**src/rtl/button_conditioner.sv**
```systemverilog
// button_conditioner: N independent push-button channels. Each raw input is
// synchronised, debounced symmetrically on both edges, and classified into a
// stable level plus single-cycle press, release, long-press (hold) and
// auto-repeat events.
//
// Ports:
//   clk        system clock, all logic on the rising edge
//   reset      asynchronous active-high reset, clears all state
//   button_i   [N] raw asynchronous button inputs, active-high
//   repeat_en  [N] per-channel auto-repeat enable, sampled every cycle
//   level_o    [N] debounced level
//   press_o    [N] one-cycle pulse on level 0->1
//   release_o  [N] one-cycle pulse on level 1->0
//   hold_o     [N] one-cycle pulse when the long-press threshold is reached
//   repeat_o   [N] one-cycle auto-repeat pulses while in long press
module button_conditioner #(
  parameter int unsigned N             = 4,
  parameter int unsigned DEB_CYCLES    = 1000000,  // >= 2
  parameter int unsigned HOLD_CYCLES   = 50000000, // >= 2
  parameter int unsigned REPEAT_CYCLES = 10000000  // >= 2
) (
  input  logic         clk,
  input  logic         reset,
  input  logic [N-1:0] button_i,
  input  logic [N-1:0] repeat_en,
  output logic [N-1:0] level_o,
  output logic [N-1:0] press_o,
  output logic [N-1:0] release_o,
  output logic [N-1:0] hold_o,
  output logic [N-1:0] repeat_o
);

  // Counters only ever hold values up to (threshold - 1).
  localparam int unsigned HoldRepMax =
      (HOLD_CYCLES > REPEAT_CYCLES) ? HOLD_CYCLES : REPEAT_CYCLES;
  localparam int DW = $clog2(DEB_CYCLES);
  localparam int HW = $clog2(HoldRepMax);

  localparam logic [DW-1:0] DebMax  = DW'(DEB_CYCLES - 1);
  localparam logic [HW-1:0] HoldMax = HW'(HOLD_CYCLES - 1);
  localparam logic [HW-1:0] RepMax  = HW'(REPEAT_CYCLES - 1);

  typedef enum logic [1:0] {
    StRel,
    StHeld,
    StLong
  } hold_state_e;

  for (genvar g = 0; g < N; g++) begin : g_chan
    logic [1:0]    sync_q;
    logic          s;
    logic          level_q, level_d;
    logic [DW-1:0] dcnt_q, dcnt_d;
    logic          press_q, press_d;
    logic          release_q, release_d;
    hold_state_e   state_q, state_d;
    logic [HW-1:0] hcnt_q, hcnt_d;
    logic          hold_q, hold_d;
    logic          repeat_q, repeat_d;

    assign s = sync_q[1];

    // Debounce: level follows s only after DEB_CYCLES consecutive mismatches.
    always_comb begin
      level_d   = level_q;
      dcnt_d    = '0;
      press_d   = 1'b0;
      release_d = 1'b0;
      if (s != level_q) begin
        if (dcnt_q == DebMax) begin
          level_d   = s;
          press_d   = s;
          release_d = ~s;
        end else begin
          dcnt_d = dcnt_q + 1'b1;
        end
      end
    end

    // Hold / repeat FSM. It reacts to the level change in the same cycle the
    // edge event is issued, so hold lands exactly HOLD_CYCLES after press.
    // A release takes priority over any threshold hit in the same cycle.
    always_comb begin
      state_d  = state_q;
      hcnt_d   = hcnt_q;
      hold_d   = 1'b0;
      repeat_d = 1'b0;
      if (release_d) begin
        state_d = StRel;
        hcnt_d  = '0;
      end else begin
        case (state_q)
          StRel: begin
            if (press_d) begin
              state_d = StHeld;
              hcnt_d  = '0;
            end
          end
          StHeld: begin
            if (hcnt_q == HoldMax) begin
              hold_d  = 1'b1;
              state_d = StLong;
              hcnt_d  = '0;
            end else begin
              hcnt_d = hcnt_q + 1'b1;
            end
          end
          StLong: begin
            if (!repeat_en[g]) begin
              hcnt_d = '0;
            end else if (hcnt_q == RepMax) begin
              repeat_d = 1'b1;
              hcnt_d   = '0;
            end else begin
              hcnt_d = hcnt_q + 1'b1;
            end
          end
          default: begin
            state_d = StRel;
            hcnt_d  = '0;
          end
        endcase
      end
    end

    always_ff @(posedge clk or posedge reset) begin
      if (reset) begin
        sync_q    <= '0;
        level_q   <= 1'b0;
        dcnt_q    <= '0;
        press_q   <= 1'b0;
        release_q <= 1'b0;
        state_q   <= StRel;
        hcnt_q    <= '0;
        hold_q    <= 1'b0;
        repeat_q  <= 1'b0;
      end else begin
        sync_q    <= {sync_q[0], button_i[g]};
        level_q   <= level_d;
        dcnt_q    <= dcnt_d;
        press_q   <= press_d;
        release_q <= release_d;
        state_q   <= state_d;
        hcnt_q    <= hcnt_d;
        hold_q    <= hold_d;
        repeat_q  <= repeat_d;
      end
    end

    assign level_o[g]   = level_q;
    assign press_o[g]   = press_q;
    assign release_o[g] = release_q;
    assign hold_o[g]    = hold_q;
    assign repeat_o[g]  = repeat_q;
  end

endmodule

```
**config.mk**
```make
export PLATFORM = sky130hd
export DESIGN_NAME = button_conditioner
export DESIGN_NICKNAME = d
export VERILOG_FILES = /design/src/rtl/button_conditioner.sv
export SDC_FILE = /design/constraint.sdc
export NUM_CORES = 1
export LEC_CHECK = 0
export BUFFER_PORTS_ARGS = -buffer_cell sky130_fd_sc_hd__buf_2
export CORE_MARGIN = 5
export CORE_UTILIZATION = 30
export CTS_CLUSTER_SIZE = 30
export DETAILED_ROUTE_END_ITERATION = 7
export GPL_TIMING_DRIVEN = 0
export PLACE_DENSITY = 0.48
export SLEW_MARGIN = 20
export SYNTH_ARGS = -nofsm -noshare
export SYNTH_HDL_FRONTEND = slang
export SYNTH_SLANG_ARGS = --single-unit
```
**constraint.sdc**
```tcl
create_clock -name clk -period 19.8 [get_ports clk]
set_clock_uncertainty 0.05 [all_clocks]
set_input_delay 1.98 -clock clk [delete_from_list [all_inputs] [get_ports clk]]
set_output_delay 1.98 -clock clk [all_outputs]
set_load 0.1 [all_outputs]
```
==> report_table.html <==
<table>
<tr><th>Metric</th><th>Value</th></tr>
<tr><th colspan="2">Synth</th></tr>
<tr><td>Warnings, synthesis</td><td>0</td></tr>
<tr><td>Post-synth EDFFs</td><td>0</td></tr>
<tr><td>Average cell area after synthesis</td><td>9.46 µm²</td></tr>
<tr><td>Synthesized area</td><td>11800 µm²</td></tr>
<tr><td>Cells after Synth</td><td>1247</td></tr>
<tr><td>Synthesized Nets</td><td>1281</td></tr>
<tr><td>Top post-synthesis cells by area</td><td>dfrtp_1, nand3_1, nand2_1</td></tr>
<tr><td>Share of synthesized area occupied by flip-flops and latches</td><td>0.467</td></tr>
<tr><td>Register bit count reported by yosys</td><td>220</td></tr>
<tr><td>Count of distinct cell types in the synthesized netlist</td><td>64</td></tr>
<tr><td>Most numerous cell types in the synthesized netlist</td><td>dfrtp_1, nand3_1, nand2_1</td></tr>
<tr><td>Most frequent cell after synthesis</td><td>dfrtp_1</td></tr>
<tr><td>Commonest register cell after synthesis</td><td>dfrtp_1</td></tr>
<tr><td>Async set-reset flop share out of synthesis</td><td>1.00</td></tr>
<tr><td>Post-synth top area cell</td><td>dfrtp_1</td></tr>
<tr><td>Share of Yosys cell area claimed by the top area cell type</td><td>0.467</td></tr>
<tr><th colspan="2">Clock tree</th></tr>
<tr><td>Num CTS Buffers</td><td>28</td></tr>
<tr><td>Level count of the clock H-tree</td><td>1</td></tr>
<tr><td>Clock Path Buffers</td><td>3</td></tr>
<tr><td>TritonCTS clock tree</td><td>built</td></tr>
<tr><td>Post-CTS Setup Inserts</td><td>0</td></tr>
<tr><td>Clock latency at the later pin of the worst-skew pair</td><td>0.54 ns</td></tr>
<tr><td>Clock Sinks</td><td>220</td></tr>
<tr><td>Clock-pin slew of the registers on the worst-case setup and hold paths</td><td>0.06 ns</td></tr>
<tr><td>Root Driver</td><td>clkbuf_16</td></tr>
<tr><td>Total of cells resized after clock tree synthesis</td><td>0</td></tr>
<tr><td>Hold-fix buffer count after cts</td><td>0</td></tr>
<tr><th colspan="2">Floorplanning</th></tr>
<tr><td>Die outline width</td><td>208 µm</td></tr>
<tr><td>Die footprint</td><td>43400 µm²</td></tr>
<tr><td>Die boundary height</td><td>208 µm</td></tr>
<tr><td>Starting utilization of the core area</td><td>0.304</td></tr>
<tr><td>IO Count</td><td>30</td></tr>
<tr><td>Rows</td><td>72</td></tr>
<tr><td>Core ar.</td><td>38700 µm²</td></tr>
<tr><th colspan="2">Hold path</th></tr>
<tr><td>Worst hold path class</td><td>flop to flop</td></tr>
<tr><th colspan="2">Placement</th></tr>
<tr><td>RePlAce Congestion</td><td>0.779</td></tr>
<tr><td>Estimated wirelength of the detail-placed design</td><td>18.3 mm</td></tr>
<tr><td>Number of placed instances with taps included</td><td>1797</td></tr>
<tr><td>Port bufs</td><td>29</td></tr>
<tr><th colspan="2">Run</th></tr>
<tr><td>Max-cap viol count</td><td>0</td></tr>
<tr><th colspan="2">STA</th></tr>
<tr><td>Worst Tran Pin Value</td><td>1.07 ns</td></tr>
<tr><td>Achievable clock frequency</td><td>279 MHz</td></tr>
<tr><td>Accumulated negative setup slack</td><td>0 ns</td></tr>
<tr><td>Final Max Tran Viols</td><td>0</td></tr>
<tr><td>Headroom to the max-slew limit</td><td>0.282</td></tr>
<tr><td>Shortest clock period the worst path allows after layout</td><td>3.58 ns</td></tr>
<tr><td>Fin. Hold Viols</td><td>0</td></tr>
<tr><td>Unrepaired setup endpoints after global routing</td><td>false</td></tr>
<tr><td>Ratio of final minimum period to clock period</td><td>0.181</td></tr>
<tr><td>Final setup viols</td><td>0</td></tr>
<tr><th colspan="2">Critical path</th></tr>
<tr><td>Category of the critical setup timing path</td><td>flop to primary output</td></tr>
<tr><td>Critical Path End Type</td><td>primary output</td></tr>
<tr><td>Kind of start point of the critical path</td><td>flop</td></tr>
<tr><td>Worst path arrival time</td><td>1.55 ns</td></tr>
<tr><td>Required time at the worst-slack endpoint</td><td>17.77 ns</td></tr>
<tr><td>Critical path fanouts, max</td><td>6</td></tr>
<tr><th colspan="2">Route</th></tr>
<tr><td>Post-detailed-route via-to-cell ratio</td><td>5.07</td></tr>
<tr><td>First-pass detailed-route iteration total</td><td>5</td></tr>
<tr><td>Final routed wirelength across all metal layers</td><td>27.0 mm</td></tr>
<tr><td>Number of design-rule violations left by the first detailed-router iteration</td><td>467</td></tr>
<tr><td>Vias post-DR</td><td>9354</td></tr>
<tr><td>Routed length per placed instance</td><td>14.6 µm</td></tr>
<tr><td>Number of remaining DRC errors</td><td>0</td></tr>
<tr><td>Remaining number of nets flagged by the antenna check after routing</td><td>0</td></tr>
<tr><th colspan="2">GRT</th></tr>
<tr><td>Wire length of the first global-routing pass</td><td>47.3 mm</td></tr>
<tr><td>Sum of overflow across all layers after global routing</td><td>0</td></tr>
<tr><td>Global Route Usage Sum</td><td>0.125</td></tr>
<tr><td>Largest net degree at the start of global routing</td><td>74</td></tr>
<tr><td>Initial antenna violation count</td><td>0</td></tr>
<tr><td>Via count of the first global-routing pass</td><td>9269</td></tr>
<tr><th colspan="2">Cells and area</th></tr>
<tr><td>Fraction of layout instances using a drive strength above 1</td><td>0.115</td></tr>
<tr><td>Ant. Diodes</td><td>0</td></tr>
<tr><td>Layout overhead on the synthesized area</td><td>15.6%</td></tr>
<tr><td>Non-filler instance count after layout</td><td>1845</td></tr>
<tr><td>Number of nets at the end of the flow</td><td>1343</td></tr>
<tr><th colspan="2">Power and ir drop</th></tr>
<tr><td>Maximum ir drop on the vdd rail</td><td>0.0661 mV</td></tr>
<tr><td>P_leak</td><td>5.68 nW</td></tr>
<tr><td>Power density normalized to cell area</td><td>72.7 nW/µm²</td></tr>
<tr><th colspan="2">Outcome</th></tr>
<tr><td>Result of the run</td><td>finished, final reports clean</td></tr>
</table>
## critical path, stage by stage (launching register included)
cell and delay (ns):
dfrtp_1 0.45, buf_4 0.15, buf_2 0.42
## layout by cell type (no fill, tap or decap), types with 12 or more instances in the layout
cell type | synthesis | final
dfrtp_1 | 220 | 220
nand3_1 | 155 | 155
nand2_1 | 146 | 146
nor2_1 | 134 | 134
xor2_1 | 44 | 44
nand4_1 | 42 | 42
xnor2_1 | 39 | 39
clkbuf_1 | 33 | 37
buf_2 | 8 | 37
clkbuf_16 | 0 | 29
and3_1 | 28 | 28
o311ai_0 | 28 | 28
inv_1 | 28 | 27
o21ai_0 | 26 | 26
ha_1 | 24 | 24
nor4_1 | 25 | 23
buf_4 | 20 | 20
o311ai_1 | 17 | 17
and2_1 | 16 | 16
nor3_1 | 15 | 15
or3_1 | 13 | 13
and4_1 | 12 | 12
a21oi_1 | 12 | 12
## metrics by stage
step	instance area, µm²	hold WS (ns)	util	setup WS (ns)	total power [mW]
after CTS	13600	0.299	0.352	16.16	1.02
after floorplan	11800	0.281	-	11.75	0.475
after global routing	13600	0.312	0.352	16.15	1.04
final	13600	0.295	0.352	16.22	0.991
after global placement	12600	0.282	0.325	8.53	0.482
after detailed placement	12700	0.286	0.327	15.90	0.484
## registers in the layout, indices dropped and copies added (netlist names)
register,count
g_chan.repeat_q,4
g_chan.level_q,4
g_chan.dcnt_q,80
g_chan.hold_q,4
g_chan.hcnt_q,104
g_chan.press_q,4
g_chan.sync_q,8
g_chan.release_q,4
g_chan.state_q,8
## area by class of cell
class,count,area [µm²]
buffer,63,337
clock buffer,42,865
clock inverter,6,80.1
fill,3973,25100
inverter,28,113
multi-input combinational,936,5860
sequential,220,5510
tap,518,648
timing repair buffer,32,228
## final timing paths
kind / startpoint / endpoint / slack, ns / cells past startpoint
hold reg to reg: g_chan[2].sync_q[0]$_DFF_PP0_ / g_chan[2].sync_q[1]$_DFF_PP0_ / 0.30 / 0
setup / recovery: g_chan[3].level_q$_DFFE_PP0P_ / level_o[3] / 16.22 / 2
hold / removal: g_chan[2].sync_q[0]$_DFF_PP0_ / g_chan[2].sync_q[1]$_DFF_PP0_ / 0.30 / 0
setup reg to reg: g_chan[3].dcnt_q[0]$_DFF_PP0_ / g_chan[3].dcnt_q[13]$_DFF_PP0_ / 16.70 / 9
max in group asynchronous: reset / g_chan[1].hcnt_q[5]$_DFFE_PP0P_ / 17.31 / 4
min in group asynchronous: reset / g_chan[0].state_q[1]$_DFFE_PP0P_ / 1.38 / 2
## power by group
group	switching, mW	total [mW]	internal, mW
clock network	0.192	0.516	0.323
registers	0.00278	0.455	0.453
logic	0.0145	0.0197	0.00522
## layer usage
layer | up-vias | global-route usage | part of all wire
li1 | 4657 | - | -
met1 | 4567 | 0.183 | 0.51
met2 | 103 | 0.195 | 0.45
met3 | 27 | 0.0173 | 0.030
met4 | 0 | 0.0337 | 0.017
met5 | - | 0 | 0
## kinds of logic (layout without fill, tap and decap cells)
family          count (synthesis)  after routing  share of synthesized area
mux                             4              4                    0.00382
compound gates                167            167                      0.118
buf+inv                        91            171                     0.0374
simple gates                  658            658                      0.287
fa+ha+maj                      24             24                     0.0255
xor+xnor                       83             83                     0.0616
flops                         220            220                      0.467
(Power assumes the default switching activity.)
